--- config.mk ---
export PLATFORM = sky130hd
export DESIGN_NAME = delay_line_ctrl
export DESIGN_NICKNAME = d
export VERILOG_FILES = /design/src/rtl/delay_line_ctrl.sv
export SDC_FILE = /design/constraint.sdc
export NUM_CORES = 1
export LEC_CHECK = 0
export BUFFER_PORTS_ARGS = -buffer_cell sky130_fd_sc_hd__buf_2
export CORE_ASPECT_RATIO = 2
export CORE_MARGIN = 4
export CORE_UTILIZATION = 66
export DETAILED_ROUTE_END_ITERATION = 8
export GPL_TIMING_DRIVEN = 0
export PLACE_DENSITY = 0.9
export SYNTH_ARGS = -nofsm -noshare
export SYNTH_HDL_FRONTEND = slang
export SYNTH_SLANG_ARGS = --single-unit
--- constraint.sdc ---
create_clock -name clk -period 6.05 [get_ports clk]
set_clock_uncertainty 0.05 [all_clocks]
set_input_delay 0.605 -clock clk [delete_from_list [all_inputs] [get_ports clk]]
set_output_delay 0.605 -clock clk [all_outputs]
set_load 0.05 [all_outputs]
--- src/rtl/delay_line_ctrl.sv ---
// Run-time programmable delay line for the signed sample path, with a FILL/RUN sequencer.
// Latency: exactly cur_delay cycles (1..DEPTH) for data and valid; registered outputs.
// No backpressure: accepts one sample per cycle; outputs masked while refilling.
//
// Ports:
//   clk, reset       - clock; synchronous active-high reset
//   cfg_load         - one-cycle request to apply cfg_delay (legal 1..DEPTH)
//   in_valid/data_in - qualifier and signed input sample
//   data_out/out_valid - delayed sample and qualifier (zero while busy)
//   busy             - high while in FILL
//   cfg_err          - one-cycle pulse after a rejected cfg_load
module delay_line_ctrl #(
    parameter int DATA_W      = 25,
    parameter int PTR_W       = 4,
    parameter int RESET_DELAY = 2
) (
    input  logic                     clk,
    input  logic                     reset,
    input  logic                     cfg_load,
    input  logic [PTR_W:0]           cfg_delay,
    input  logic                     in_valid,
    input  logic signed [DATA_W-1:0] data_in,
    output logic signed [DATA_W-1:0] data_out,
    output logic                     out_valid,
    output logic                     busy,
    output logic                     cfg_err
);

    localparam int DEPTH = 1 << PTR_W;

    localparam logic [PTR_W:0]   DLY_ONE = {{PTR_W{1'b0}}, 1'b1};
    localparam logic [PTR_W:0]   DLY_MAX = {1'b1, {PTR_W{1'b0}}};
    localparam logic [PTR_W:0]   RST_DLY = RESET_DELAY[PTR_W:0];
    localparam logic [PTR_W-1:0] PTR_ONE = {{(PTR_W-1){1'b0}}, 1'b1};

    typedef struct packed {
        logic                     vld;
        logic signed [DATA_W-1:0] dat;
    } entry_t;

    typedef enum logic {
        FILL = 1'b0,
        RUN  = 1'b1
    } state_t;

    entry_t         mem [DEPTH];
    state_t         state;
    state_t         state_nxt;
    logic [PTR_W:0] cur_delay;
    logic [PTR_W:0] delay_nxt;
    logic [PTR_W:0] fill_cnt;
    logic [PTR_W:0] fill_nxt;
    logic [PTR_W-1:0] wr_ptr;
    logic [PTR_W-1:0] rd_ptr;
    logic           cfg_in_range;
    logic           cfg_ok;
    entry_t         sel;

    assign cfg_in_range = (cfg_delay != '0) && (cfg_delay <= DLY_MAX);
    assign cfg_ok       = cfg_load && cfg_in_range;

    // Offset is (cur_delay - 1) mod DEPTH; using only the low bits keeps
    // delay == DEPTH correct (low bits 0 -> offset DEPTH-1, the oldest slot).
    assign rd_ptr = wr_ptr - (cur_delay[PTR_W-1:0] - PTR_ONE);

    // Delay of one means the sample being written this cycle is the one to
    // present next, so it bypasses the buffer.
    always_comb begin
        sel = mem[rd_ptr];
        if (cur_delay == DLY_ONE) begin
            sel = {in_valid, data_in};
        end
    end

    always_comb begin
        state_nxt = state;
        delay_nxt = cur_delay;
        fill_nxt  = fill_cnt;
        case (state)
            FILL: begin
                fill_nxt = fill_cnt + DLY_ONE;
                if (fill_cnt == cur_delay - DLY_ONE) begin
                    state_nxt = RUN;
                end
            end
            RUN: begin
                state_nxt = RUN;
            end
            default: begin
                state_nxt = FILL;
            end
        endcase
        // An accepted load restarts the fill window from this cycle.
        if (cfg_ok) begin
            state_nxt = FILL;
            delay_nxt = cfg_delay;
            fill_nxt  = '0;
        end
    end

    // Buffer is never cleared; FILL masking hides whatever it holds.
    always_ff @(posedge clk) begin
        mem[wr_ptr] <= {in_valid, data_in};
    end

    always_ff @(posedge clk) begin
        if (reset) begin
            state     <= FILL;
            cur_delay <= RST_DLY;
            fill_cnt  <= '0;
            wr_ptr    <= '0;
            data_out  <= '0;
            out_valid <= 1'b0;
            cfg_err   <= 1'b0;
        end else begin
            state     <= state_nxt;
            cur_delay <= delay_nxt;
            fill_cnt  <= fill_nxt;
            wr_ptr    <= wr_ptr + PTR_ONE;
            cfg_err   <= cfg_load && !cfg_in_range;
            // Outputs follow the state being entered so they are registered
            // yet aligned with busy.
            if (state_nxt == RUN) begin
                data_out  <= sel.dat;
                out_valid <= sel.vld;
            end else begin
                data_out  <= '0;
                out_valid <= 1'b0;
            end
        end
    end

    assign busy = (state == FILL);

endmodule
== Word-level counts from Yosys, hierarchy flattened ==
Memory sizes are Yosys's and may differ from the RTL's.
Index checks and enable logic that the tools add are counted.
Word-level totals
  bits in registers: 42
  bits in latches: 0
  RAM bits: 416
  bits in read-only memories: 0
  memories: 1
Operators by class
  $add $sub $neg: 5
  multipliers: 0
  divide/modulo/power cells: 0
  order comparisons: 1
  equality and inequality tests: 2
  shifts and indexed selects: 0
  multiplexer cells: 4
  bitwise logic cells: 2
  reduce and logical (&&, ||, !) cells: 7
Memory list
  mem: depth 16, bits a word 26, rd ports 1, clocked after Yosys merged registers in 0, write ports 1, RTL line 46  | entry_t mem [DEPTH];
Operators by type and width (count)
  2-to-1 mux 26 bit: 1
  adder 5 x 1 -> 5 bit (second input constant): 1
  equality test 5 x 1 -> 1 bit (second input constant): 1
  equality test 5 bit: 1
  <= comparator 5 bit (second input constant): 1
  nonzero test 5 bit: 1
  subtractor 5 x 1 -> 5 bit (second input constant): 1
  adder 4 x 1 -> 4 bit (second input constant): 1
  OR reduction 2 bit: 2
  subtractor 4 x 1 -> 4 bit (second input constant): 1
  subtractor 4 bit: 1
  logical AND 1 bit: 3
  2-to-1 mux 1 bit: 2
  NOT 1 bit: 2
  one-hot mux 1 bit (2 select lines): 1
  zero test 1 bit: 1

== Logic depth before layout (Yosys ltp) ==
Gate-level depths: netlist of the first run.
  depth after elaboration: 7
  gate-level depth with buffers: 12
  depth with buffers taken out: 11

== Worst setup path before layout of the first run ==
OpenSTA, ideal clock, no wires.
  path type: reg2reg
  start: reg wr_ptr[1]
  end: reg data_out[4]
  setup time: 0.061 ns
  arrival: 2.498 ns
  data required time: 5.939 ns
  path slack: 3.441 ns
  stages on the path, launching flop included: 13
  path buffers: 1
  period minus slack after synthesis: 2.609 ns
  path through: dfxtp_1 -> inv_1 -> ha_1 -> inv_1 -> ha_1 -> inv_1 -> fa_1 -> xor2_1 -> xor2_1 -> clkbuf_1 -> nand2_1 -> nand3_1 -> o2111a_1
Between the ends
  cells in the longest elaborated chain, start to end: 3
Ends and longest elaborated chain
  from (decl): RTL line 53  | logic [PTR_W-1:0] wr_ptr;
  from (signal assigned): RTL line 119  | wr_ptr <= wr_ptr + PTR_ONE;
  subtractor 4 bit: RTL line 64  | assign rd_ptr = wr_ptr - (cur_delay[PTR_W-1:0] - PTR_ONE);
  memory (16 x 26 bit)
  2-to-1 mux 26 bit: RTL line 70  | if (cur_delay == DLY_ONE) begin
  to (signal assigned): RTL line 124  | data_out <= sel.dat;
  to (decl): RTL line 23  | output logic signed [DATA_W-1:0] data_out,
No other way between the ends.
A chain may end at the register's enable or synchronous reset.

== Final worst setup path of the first run ==
  start: reg wr_ptr[1]
  end: reg data_out[0]
The elaborated chain is that of the path after synthesis.

==> metrics.md, run 1 <==
| Metric | Value |
|---|---|
| Synthesized cell area | `17600 um^2` |
| I/O pin count | `62` |
| Leakage component of the power | `0.00655 uW` |
| Tcrit/Tclk final | `65.7%` |
| Gate count of the mapped netlist | `897` |
| I/O Buffers | `60` |
| Prevailing post-synth register cell | `sky130_fd_sc_hd__edfxtp_1` |
| Critical path type | `register to register` |
| Syn-to-layout area delta | `11.3%` |
| Critical path's most frequent cell | `sky130_fd_sc_hd__inv_1` |
| Fmax achieved | `252 MHz` |
| Mux cell area share after synthesis | `13.5%` |
| Detailed route wirelength on metal2 | `23200 um` |
| Endpoint class of the critical path | `register` |
| Aggregate global routing overflow | `0` |
| All-Layer GR Usage | `30.4%` |
| Number of global-route vias before repair | `10000` |
| Die width | `123 um` |
| Global-route wire length before repair | `63500 um` |
| Area fraction in compound gates after synthesis | `2.09%` |
| Setup TNS after final layout | `0 ns` |
| Fraction of layout instances using a drive strength above 1 | `24.5%` |
| Number of synthesized flops with an enable pin | `416` |
| Initial standard-cell utilization of the core | `66.9%` |
| Data arrival time of the worst path | `4.39 ns` |
| Number of nets with antenna violations after detailed routing | `0` |
| Worst-skew pair later-pin latency | `0.54 ns` |
| Unrepaired setup endpoints after global routing | `no` |
| Area of the core | `26300 um^2` |
| Worst-path clk slew | `0.07 ns` |
| Buf/Inv on CP | `4` |
| Mean cell area of the mapped netlist | `19.6 um^2` |
| Sequential area share after synthesis | `75.8%` |
| Areal power density over the cells | `367 nW/um^2` |
| # Max-Cap Violations | `0` |
| Post-Route WL | `42800 um` |
| Maximum number of pins on one net before global-route repair | `27` |
| Post-DR wirelength/cell | `31.3 um` |
| Post-CTS Setup Bufs | `0` |
| Cell Count Post-Placement | `1301` |
| Crit-path max cell delay | `0.82 ns` |
| Routed met1 length | `13300 um` |
| Slew at the pin closest to its max-slew limit | `1.08 ns` |
| Number of unique standard cell types used by synthesis | `32` |
| CTS Buffer Depth | `3` |
| CTS tree | `yes` |
| Detailed-routing iteration count for the pre-antenna-repair pass | `7` |
| Total of cells resized after clock tree synthesis | `0` |
| Worst min path class | `input pin to register` |
| Die Y-Extent | `239 um` |
| Via/cell ratio | `6.91` |
| Final cell count without fillers | `1369` |
| Worst path cell trace | `inv_1 -> ha_1 -> inv_1 -> ha_1 -> inv_1 -> fa_1 -> xor2_1 -> xnor2_1 -> clkbuf_1 -> nand2_1 -> nand3_1 -> o2111a_1` |
| Share of synthesized flip-flops with an asynchronous set or reset | `0%` |
| Setup crit start kind | `register` |
| Crit path required time | `6.46 ns` |
| Root Buffer | `sky130_fd_sc_hd__clkbuf_16` |
| Number of rows created at floorplan | `84` |
| Final number of hold-violating endpoints | `0` |
| Wire length on met3 | `3570 um` |
| IR Drop Worst-Case VDD | `0.000307 V` |
| Global placement routability congestion | `0.806` |
| Headroom to the max-slew limit | `27.9%` |
| Post-synthesis share of cell area spent on xor and xnor gates | `0.939%` |
| Hold-fix buffer count after cts | `0` |
| Crit-path slowest cell | `sky130_fd_sc_hd__xnor2_1` |
| Maximum fanout encountered on the critical timing path | `10` |
| Basic-gate share of the synthesized area counting and, or, nand and nor cells | `5.33%` |
| Post-Synth Adder-Cell Area | `0.896%` |
| Highest routed metal layer | `met4` |
| Dominant combinational cell family by area after synthesis | `multiplexers` |
| DRC violations left | `0` |
| Clock net sink count | `458` |
| Final Critical Period | `3.98 ns` |
| Clock buffer count from CTS | `37` |
| CTS HTree Levels | `2` |
| Cell family with most CP delay | `XOR/XNOR gates` |
| Final #Nets | `1042` |
| Post-detail-place hpwl | `23600 um` |
| Initial antenna violation count | `0` |
| Antenna diode instance count | `0` |
| Count of endpoints failing setup in the final report | `0` |
| Number of synthesis warnings | `0` |
| Die area | `29500 um^2` |
| Initial drt markers | `1274` |
| Number of flip-flops and latches in the synthesized netlist | `458` |
| Slew Viols, Final | `0` |
| Detailed-route via count | `9455` |
| Net Count, Synth | `943` |
| Outcome | `finished, final reports clean` |
-- path summary, 6_finish.rpt --
| path | start | end | slack (ns) | cells after the start |
|---|---|---|---|---|
| worst max-delay path | wr_ptr[1] | data_out[0] | 2.07 | 12 |
| worst min-delay path | cfg_delay[4] | cur_delay[4] | 0.32 | 3 |
| worst max register to register | wr_ptr[1] | data_out[0] | 2.07 | 12 |
| worst min register to register | cur_delay[4] | cur_delay[4] | 0.49 | 2 |
-- worst register-to-register path, delay by kind of cell (launching register included) --
kind | cells | cell delay [ns]
AND/OR/NAND/NOR | 2 | 0.42
adder cells (fa/ha/maj) | 3 | 0.85
XOR/XNOR | 2 | 1.01
flip-flops | 1 | 0.41
buffers and inverters | 4 | 0.92
AO/OA/AOI/OAI | 1 | 0.26
-- through the flow --
| step | area, um^2 | setup slack, ns | power (uW) | utilization, % | hold WS [ns] |
|---|---|---|---|---|---|
| 3_5_place_dp | 18300 | 2.34 | 4700 | 69.8 | 0.474 |
| 6_report | 19600 | 2.07 | 7180 | 74.5 | 0.315 |
| 4_1_cts | 19600 | 2.20 | 7160 | 74.5 | 0.302 |
| 5_1_grt | 19600 | 2.03 | 7370 | 74.5 | 0.322 |
| 2_1_floorplan | 17600 | 3.44 | 4320 | - | 0.409 |
| 3_3_place_gp | 18300 | 2.48 | 4650 | 69.7 | 0.437 |
-- synth_stat cells, types with 8 or more instances --
cell / instances / area share (%)
sky130_fd_sc_hd__edfxtp_1: 416 / 71
sky130_fd_sc_hd__nand2_1: 108 / 2.3
sky130_fd_sc_hd__mux4_2: 104 / 13
sky130_fd_sc_hd__nand3_1: 54 / 1.5
sky130_fd_sc_hd__dfxtp_1: 42 / 4.8
sky130_fd_sc_hd__clkbuf_1: 34 / 0.73
sky130_fd_sc_hd__o2111a_1: 26 / 1.7
sky130_fd_sc_hd__nor2_1: 14 / 0.30
sky130_fd_sc_hd__and2_1: 13 / 0.46
sky130_fd_sc_hd__ha_1: 11 / 0.78
sky130_fd_sc_hd__inv_1: 11 / 0.23
sky130_fd_sc_hd__xnor2_1: 10 / 0.50
sky130_fd_sc_hd__buf_2: 8 / 0.23
-- placed cells by master, fill, tap and decap left out, types with 5 or more instances in the layout --
cell type	instances
sky130_fd_sc_hd__clkinv_2	7
sky130_fd_sc_hd__inv_1	11
sky130_fd_sc_hd__nor2_1	14
sky130_fd_sc_hd__nand2_1	108
sky130_fd_sc_hd__nand3_1	54
sky130_fd_sc_hd__xnor2_1	10
sky130_fd_sc_hd__clkinv_1	6
sky130_fd_sc_hd__nor2b_1	5
sky130_fd_sc_hd__mux4_2	104
sky130_fd_sc_hd__xor2_1	7
sky130_fd_sc_hd__buf_2	68
sky130_fd_sc_hd__clkbuf_16	39
sky130_fd_sc_hd__o2111a_1	26
sky130_fd_sc_hd__edfxtp_1	416
sky130_fd_sc_hd__and2_2	12
sky130_fd_sc_hd__ha_1	11
sky130_fd_sc_hd__clkbuf_1	40
sky130_fd_sc_hd__dfxtp_1	42
-- registers in the layout (all words and copies together), names as in the netlist --
register / cells
cfg_err: 1
cur_delay: 5
data_out: 25
fill_cnt: 5
mem: 416
out_valid: 1
state: 1
wr_ptr: 4
-- power breakdown --
group | switching (uW) | total, uW | internal [uW]
combinational | 732 | 1100 | 367
clock | 1120 | 2510 | 1390
sequential | 29.5 | 3570 | 3540
total | 1880 | 7180 | 5300
-- final cells by class --
cell class / instances / area, um^2
inverters: 11 / 41.3
clock inverters: 20 / 201
plain buffers: 48 / 205
clock buffers: 48 / 1040
flip-flops and latches: 458 / 13300
fillers: 1360 / 6690
multi-input cells: 380 / 4030
repair buffers: 60 / 300
well taps: 344 / 430
-- per-layer routing --
layer	vias up	global-route usage (%)
li1	3780	-
met1	4755	36.1
met2	738	52.8
met3	182	5.07
met4	0	16.1
met5	-	0
-- kinds of logic (layout without fill, tap and decap cells) --
group           count (synthesis)  after routing
compound gates                 37             37
xor+xnor                       18             18
fa+ha+maj                      12             12
buf+inv                        59            187
flops                         458            458
mux                           108            108
simple gates                  205            205
Note: power is estimated with default switching activity, not from simulation.
==> run 2: changes to the inputs <==
--- a/config.mk
+++ b/config.mk
@@ -5,13 +5,14 @@
 export SDC_FILE = /design/constraint.sdc
 export NUM_CORES = 1
 export LEC_CHECK = 0
+export ABC_AREA = 1
 export BUFFER_PORTS_ARGS = -buffer_cell sky130_fd_sc_hd__buf_2
 export CORE_ASPECT_RATIO = 2
 export CORE_MARGIN = 4
-export CORE_UTILIZATION = 66
+export CORE_UTILIZATION = 56
 export DETAILED_ROUTE_END_ITERATION = 8
 export GPL_TIMING_DRIVEN = 0
-export PLACE_DENSITY = 0.9
+export PLACE_DENSITY = 0.82
 export SYNTH_ARGS = -nofsm -noshare
 export SYNTH_HDL_FRONTEND = slang
 export SYNTH_SLANG_ARGS = --single-unit
==> constraint.sdc (replaced) <==
create_clock -name clk -period 3.5 [get_ports clk]
set_clock_uncertainty 0.05 [all_clocks]
set_input_delay 0.35 -clock clk [delete_from_list [all_inputs] [get_ports clk]]
set_output_delay 0.35 -clock clk [all_outputs]
set_load 0.05 [all_outputs]
==> run 2 against run 1 <==
Compared with the run above:
- die area up 26%
- power up 88%
- sequential power up 73%
- final cell count up 73%
- worst hold slack worse by 0.25 ns
- count of clock-buffer cells in the layout down 2
- design area up 9.7%
- largest power group unchanged
- register-to-register slack worse by 1.9 ns
==> metrics.md, run 2 <==
| Metric | Value |
|---|---|
| Outcome | `finished, final reports clean (unchanged)` |
| Share of synthesized flip-flops with an asynchronous set or reset | `0% (unchanged)` |
| Number of synthesized flops with an enable pin | `416 (unchanged)` |
| Mux cell area share after synthesis | `0% (was 13.5%)` |
| Data arrival time of the worst path | `3.75 ns (was 4.39 ns)` |
| Registers with the most flip-flops | `mem: 416 flops, data_out: 25 flops (unchanged)` |
| Final #Nets | `1960 (was 1042)` |
| Design Area, Final | `21500 um^2 (was 19600 um^2)` |
| Post-DR wirelength/cell | `22.5 um (was 31.3 um)` |
| Worst Hold Margin | `0.0668 ns (was 0.315 ns)` |
| CTS tree | `yes (unchanged)` |
| Leakage component of the power | `0.00850 uW (was 0.00655 uW)` |
| Worst-skew pair later-pin latency | `0.55 ns (was 0.54 ns)` |
| Die Y-Extent | `269 um (was 239 um)` |
| Fmax achieved | `297 MHz (was 252 MHz)` |
| Crit path required time | `3.88 ns (was 6.46 ns)` |
| Count of endpoints failing setup in the final report | `0 (unchanged)` |
| Number of synthesis warnings | `0 (unchanged)` |
| IR Drop Worst-Case VDD | `0.000394 V (was 0.000307 V)` |
| Slew at the pin closest to its max-slew limit | `1.03 ns (was 1.08 ns)` |
| Post-detail-place hpwl | `36000 um (was 23600 um)` |
| # Max-Cap Violations | `0 (unchanged)` |
| I/O Buffers | `61 (was 60)` |
| Area fraction in compound gates after synthesis | `3.21% (was 2.09%)` |
| Post-Route WL | `53500 um (was 42800 um)` |
| Maximum fanout encountered on the critical timing path | `10 (unchanged)` |
| Synthesized cell area | `19100 um^2 (was 17600 um^2)` |
| Detailed-route via count | `13800 (was 9455)` |
| Sequential cell fraction of total power | `45.7% (was 49.7%)` |
| Cell Count Post-Placement | `2308 (was 1301)` |
| Area of the core | `33600 um^2 (was 26300 um^2)` |
| Most repeated cell in the gate-level netlist after synthesis | `sky130_fd_sc_hd__nand2_1 (was sky130_fd_sc_hd__edfxtp_1)` |
| Post-route setup slack | `0.132 ns (was 2.07 ns)` |
| Clock net sink count | `458 (unchanged)` |
| Final cell count without fillers | `2374 (was 1369)` |
| Number of flip-flops and latches in the synthesized netlist | `458 (unchanged)` |
| Antenna diode instance count | `0 (unchanged)` |
| Slew Viols, Final | `0 (unchanged)` |
| Endpoint class of the critical path | `register (unchanged)` |
| Post-CTS Setup Bufs | `0 (unchanged)` |
| Filler cell count in the final layout | `2407 (was 1360)` |
| Initial antenna violation count | `0 (unchanged)` |
| Dominant combinational cell family by area after synthesis | `simple AND/OR/NAND/NOR gates (was multiplexers)` |
| Biggest register | `mem (unchanged)` |
| Root Buffer | `sky130_fd_sc_hd__clkbuf_16 (unchanged)` |
| I/O pin count | `62 (unchanged)` |
| Critical path type | `register to register (unchanged)` |
| Via/cell ratio | `5.81 (was 6.91)` |
| Die area | `37300 um^2 (was 29500 um^2)` |
| Number of unique standard cell types used by synthesis | `24 (was 32)` |
| Initial standard-cell utilization of the core | `56.7% (was 66.9%)` |
| Largest area contributor in the synthesized netlist | `sky130_fd_sc_hd__edfxtp_1 (unchanged)` |
| Syn-to-layout area delta | `12.5% (was 11.3%)` |
| Die width | `139 um (was 123 um)` |
| Areal power density over the cells | `628 nW/um^2 (was 367 nW/um^2)` |
| DRC violations left | `0 (unchanged)` |
| Headroom to the max-slew limit | `31.3% (was 27.9%)` |
| Global-route wire length before repair | `78600 um (was 63500 um)` |
| Worst-path clk slew | `0.07 ns (about the same)` |
| Portion of total power attributed to combinational logic | `21.4% (was 15.3%)` |
| Area after DPL | `20200 um^2 (was 18300 um^2)` |
| Fraction of layout instances using a drive strength above 1 | `11.8% (was 24.5%)` |
| Area share of the largest cell type after synthesis | `65.5% (was 71.0%)` |
| P_sw | `4090 uW (was 1880 uW)` |
| Number of global-route vias before repair | `13700 (was 10000)` |
| Setup crit start kind | `register (unchanged)` |
| CTS HTree Levels | `2 (unchanged)` |
| Final number of hold-violating endpoints | `0 (unchanged)` |
| Maximum number of pins on one net before global-route repair | `27 (unchanged)` |
| Part of the total power dissipated in the clock network | `33.0% (was 35.0%)` |
| Sequential area share after synthesis | `69.9% (was 75.8%)` |
| Design Power | `13500 uW (was 7180 uW)` |
| Number of nets with antenna violations after detailed routing | `0 (unchanged)` |
| Post-synthesis share of cell area spent on xor and xnor gates | `0.0918% (was 0.939%)` |
| Leading cell types by total area after synthesis | `sky130_fd_sc_hd__edfxtp_1 (65%), sky130_fd_sc_hd__nand2_1 (11%), sky130_fd_sc_hd__nor2_1 (5.0%) (was sky130_fd_sc_hd__edfxtp_1 (71%), sky130_fd_sc_hd__mux4_2 (13%), sky130_fd_sc_hd__dfxtp_1 (4.8%))` |
| Unrepaired setup endpoints after global routing | `no (unchanged)` |
| CTS Buffer Depth | `3 (unchanged)` |
| Clock buffer count from CTS | `38 (was 37)` |
| Worst slack, placed | `-0.191 ns (was 2.34 ns)` |
| Prevailing post-synth register cell | `sky130_fd_sc_hd__edfxtp_1 (unchanged)` |
| Net Count, Synth | `1853 (was 943)` |
| Mean cell area of the mapped netlist | `10.6 um^2 (was 19.6 um^2)` |
| Tcrit/Tclk final | `96.2% (was 65.7%)` |
| Global placement routability congestion | `0.931 (was 0.806)` |
| Reg2reg setup slack | `0.13 ns (was 2.07 ns)` |
| Worst min path class | `input pin to register (unchanged)` |
| Detailed-routing iteration count for the pre-antenna-repair pass | `6 (was 7)` |
| Aggregate global routing overflow | `0 (unchanged)` |
| Basic-gate share of the synthesized area counting and, or, nand and nor cells | `21.6% (was 5.33%)` |
| Number of rows created at floorplan | `95 (was 84)` |
| Number of flip-flops in the largest register | `416 (unchanged)` |
| List of most frequent post-synthesis cells | `sky130_fd_sc_hd__nand2_1 (575), sky130_fd_sc_hd__edfxtp_1 (416), sky130_fd_sc_hd__nor2_1 (254) (was sky130_fd_sc_hd__edfxtp_1 (416), sky130_fd_sc_hd__nand2_1 (108), sky130_fd_sc_hd__mux4_2 (104))` |
| Most common cell after layout, fill and taps aside | `sky130_fd_sc_hd__nand2_1 (was sky130_fd_sc_hd__edfxtp_1)` |
| Initial drt markers | `1740 (was 1274)` |
| Leading cell types in the layout, fill and taps excluded | `sky130_fd_sc_hd__nand2_1 (575), sky130_fd_sc_hd__edfxtp_1 (416), sky130_fd_sc_hd__nor2_1 (238) (was sky130_fd_sc_hd__edfxtp_1 (416), sky130_fd_sc_hd__nand2_1 (108), sky130_fd_sc_hd__mux4_2 (104))` |
| Internal power | `9380 uW (was 5300 uW)` |
| Gate count of the mapped netlist | `1807 (was 897)` |
| Post-Synth Adder-Cell Area | `0.826% (was 0.896%)` |
| Final Critical Period | `3.37 ns (was 3.98 ns)` |
| Net Sw Frac | `30.4% (was 26.2%)` |
| All-Layer GR Usage | `28.5% (was 30.4%)` |
## run 2: changes by cell type after synthesis, sizes merged, moves of 10 or more
cell,delta
a21oi,+12
inv,+87
xnor2,-10
nor2,+240
or2,+26
nand2,+469
nand3,+109
o2111a,-26
and2,-13
o21ai,+97
mux4,-104
buf,+49
## run 2: final timing paths
path                            cells past startpoint    startpoint            to
worst min register to register                      2         state   fill_cnt[1]
worst max register to register                     13     wr_ptr[1]  data_out[21]
worst min-delay path                                3  cfg_delay[4]       cfg_err
worst max-delay path                               13     wr_ptr[1]  data_out[21]
## run 2: stage by stage
stage	util [%]	setup TNS, ns
after floorplan	-	0
after global placement	59.3	-0.748
after detailed placement	59.9	-1.63
after CTS	63.8	0
after global routing	63.8	0
final	63.8	0
## run 2: per-layer routing
| layer | global-route usage [%] | wire [um] | up-vias |
|---|---|---|---|
| li1 | - | - | 6214 |
| met1 | 29.6 | 16300 | 6441 |
| met2 | 51.4 | 27600 | 892 |
| met3 | 3.32 | 4570 | 255 |
| met4 | 23.3 | 4990 | 0 |
| met5 | 0 | 0 | - |
## run 2: layout make-up
cell class | instances | area, um^2 | area share (%)
clock buffer | 46 | 1050 | 4.91
inverter | 99 | 372 | 1.73
sequential | 458 | 13300 | 62.1
tap | 436 | 546 | 2.54
clock inverter | 18 | 239 | 1.11
buffer | 93 | 482 | 2.24
multi-input combinational | 1157 | 5030 | 23.4
timing repair buffer | 67 | 420 | 1.96
## run 2: power groups by stage
stage	Sequential, uW	Clock (uW)	Combinational (uW)
2_1_floorplan	6360	0	1580
3_3_place_gp	6280	0	2660
3_5_place_dp	6280	0	2760
4_1_cts	6160	4440	2790
5_1_grt	6160	4680	3060
6_report	6160	4440	2880
## run 2: logic make-up (layout without fill, tap and decap cells)
kind of cell    after synthesis  in the layout
simple gates               1023           1023
flops                       458            458
buf+inv                     192            323
compound gates              120            120
fa+ha+maj                    12             12
xor+xnor                      2              2
## run 2: critical path, cell delays in order (launching register included)
cell	delay, ns
sky130_fd_sc_hd__dfxtp_1	0.37
sky130_fd_sc_hd__inv_1	0.10
sky130_fd_sc_hd__ha_1	0.28
sky130_fd_sc_hd__inv_1	0.05
sky130_fd_sc_hd__ha_1	0.13
sky130_fd_sc_hd__inv_1	0.05
sky130_fd_sc_hd__fa_1	0.76
sky130_fd_sc_hd__clkbuf_2	0.40
sky130_fd_sc_hd__clkbuf_2	0.40
sky130_fd_sc_hd__nand3_1	0.14
sky130_fd_sc_hd__nand3_1	0.16
sky130_fd_sc_hd__nand2_1	0.09
sky130_fd_sc_hd__nor2_1	0.17
sky130_fd_sc_hd__nor2_1	0.08
## run 2: repair_timing
item / CTS / global route
cloned: 0 / 0
resized for setup: 2 / 7
endpoints found under the hold margin: 4 / 0
endpoints found under the setup margin: 20 / 15
hold buffers: 2 / 0
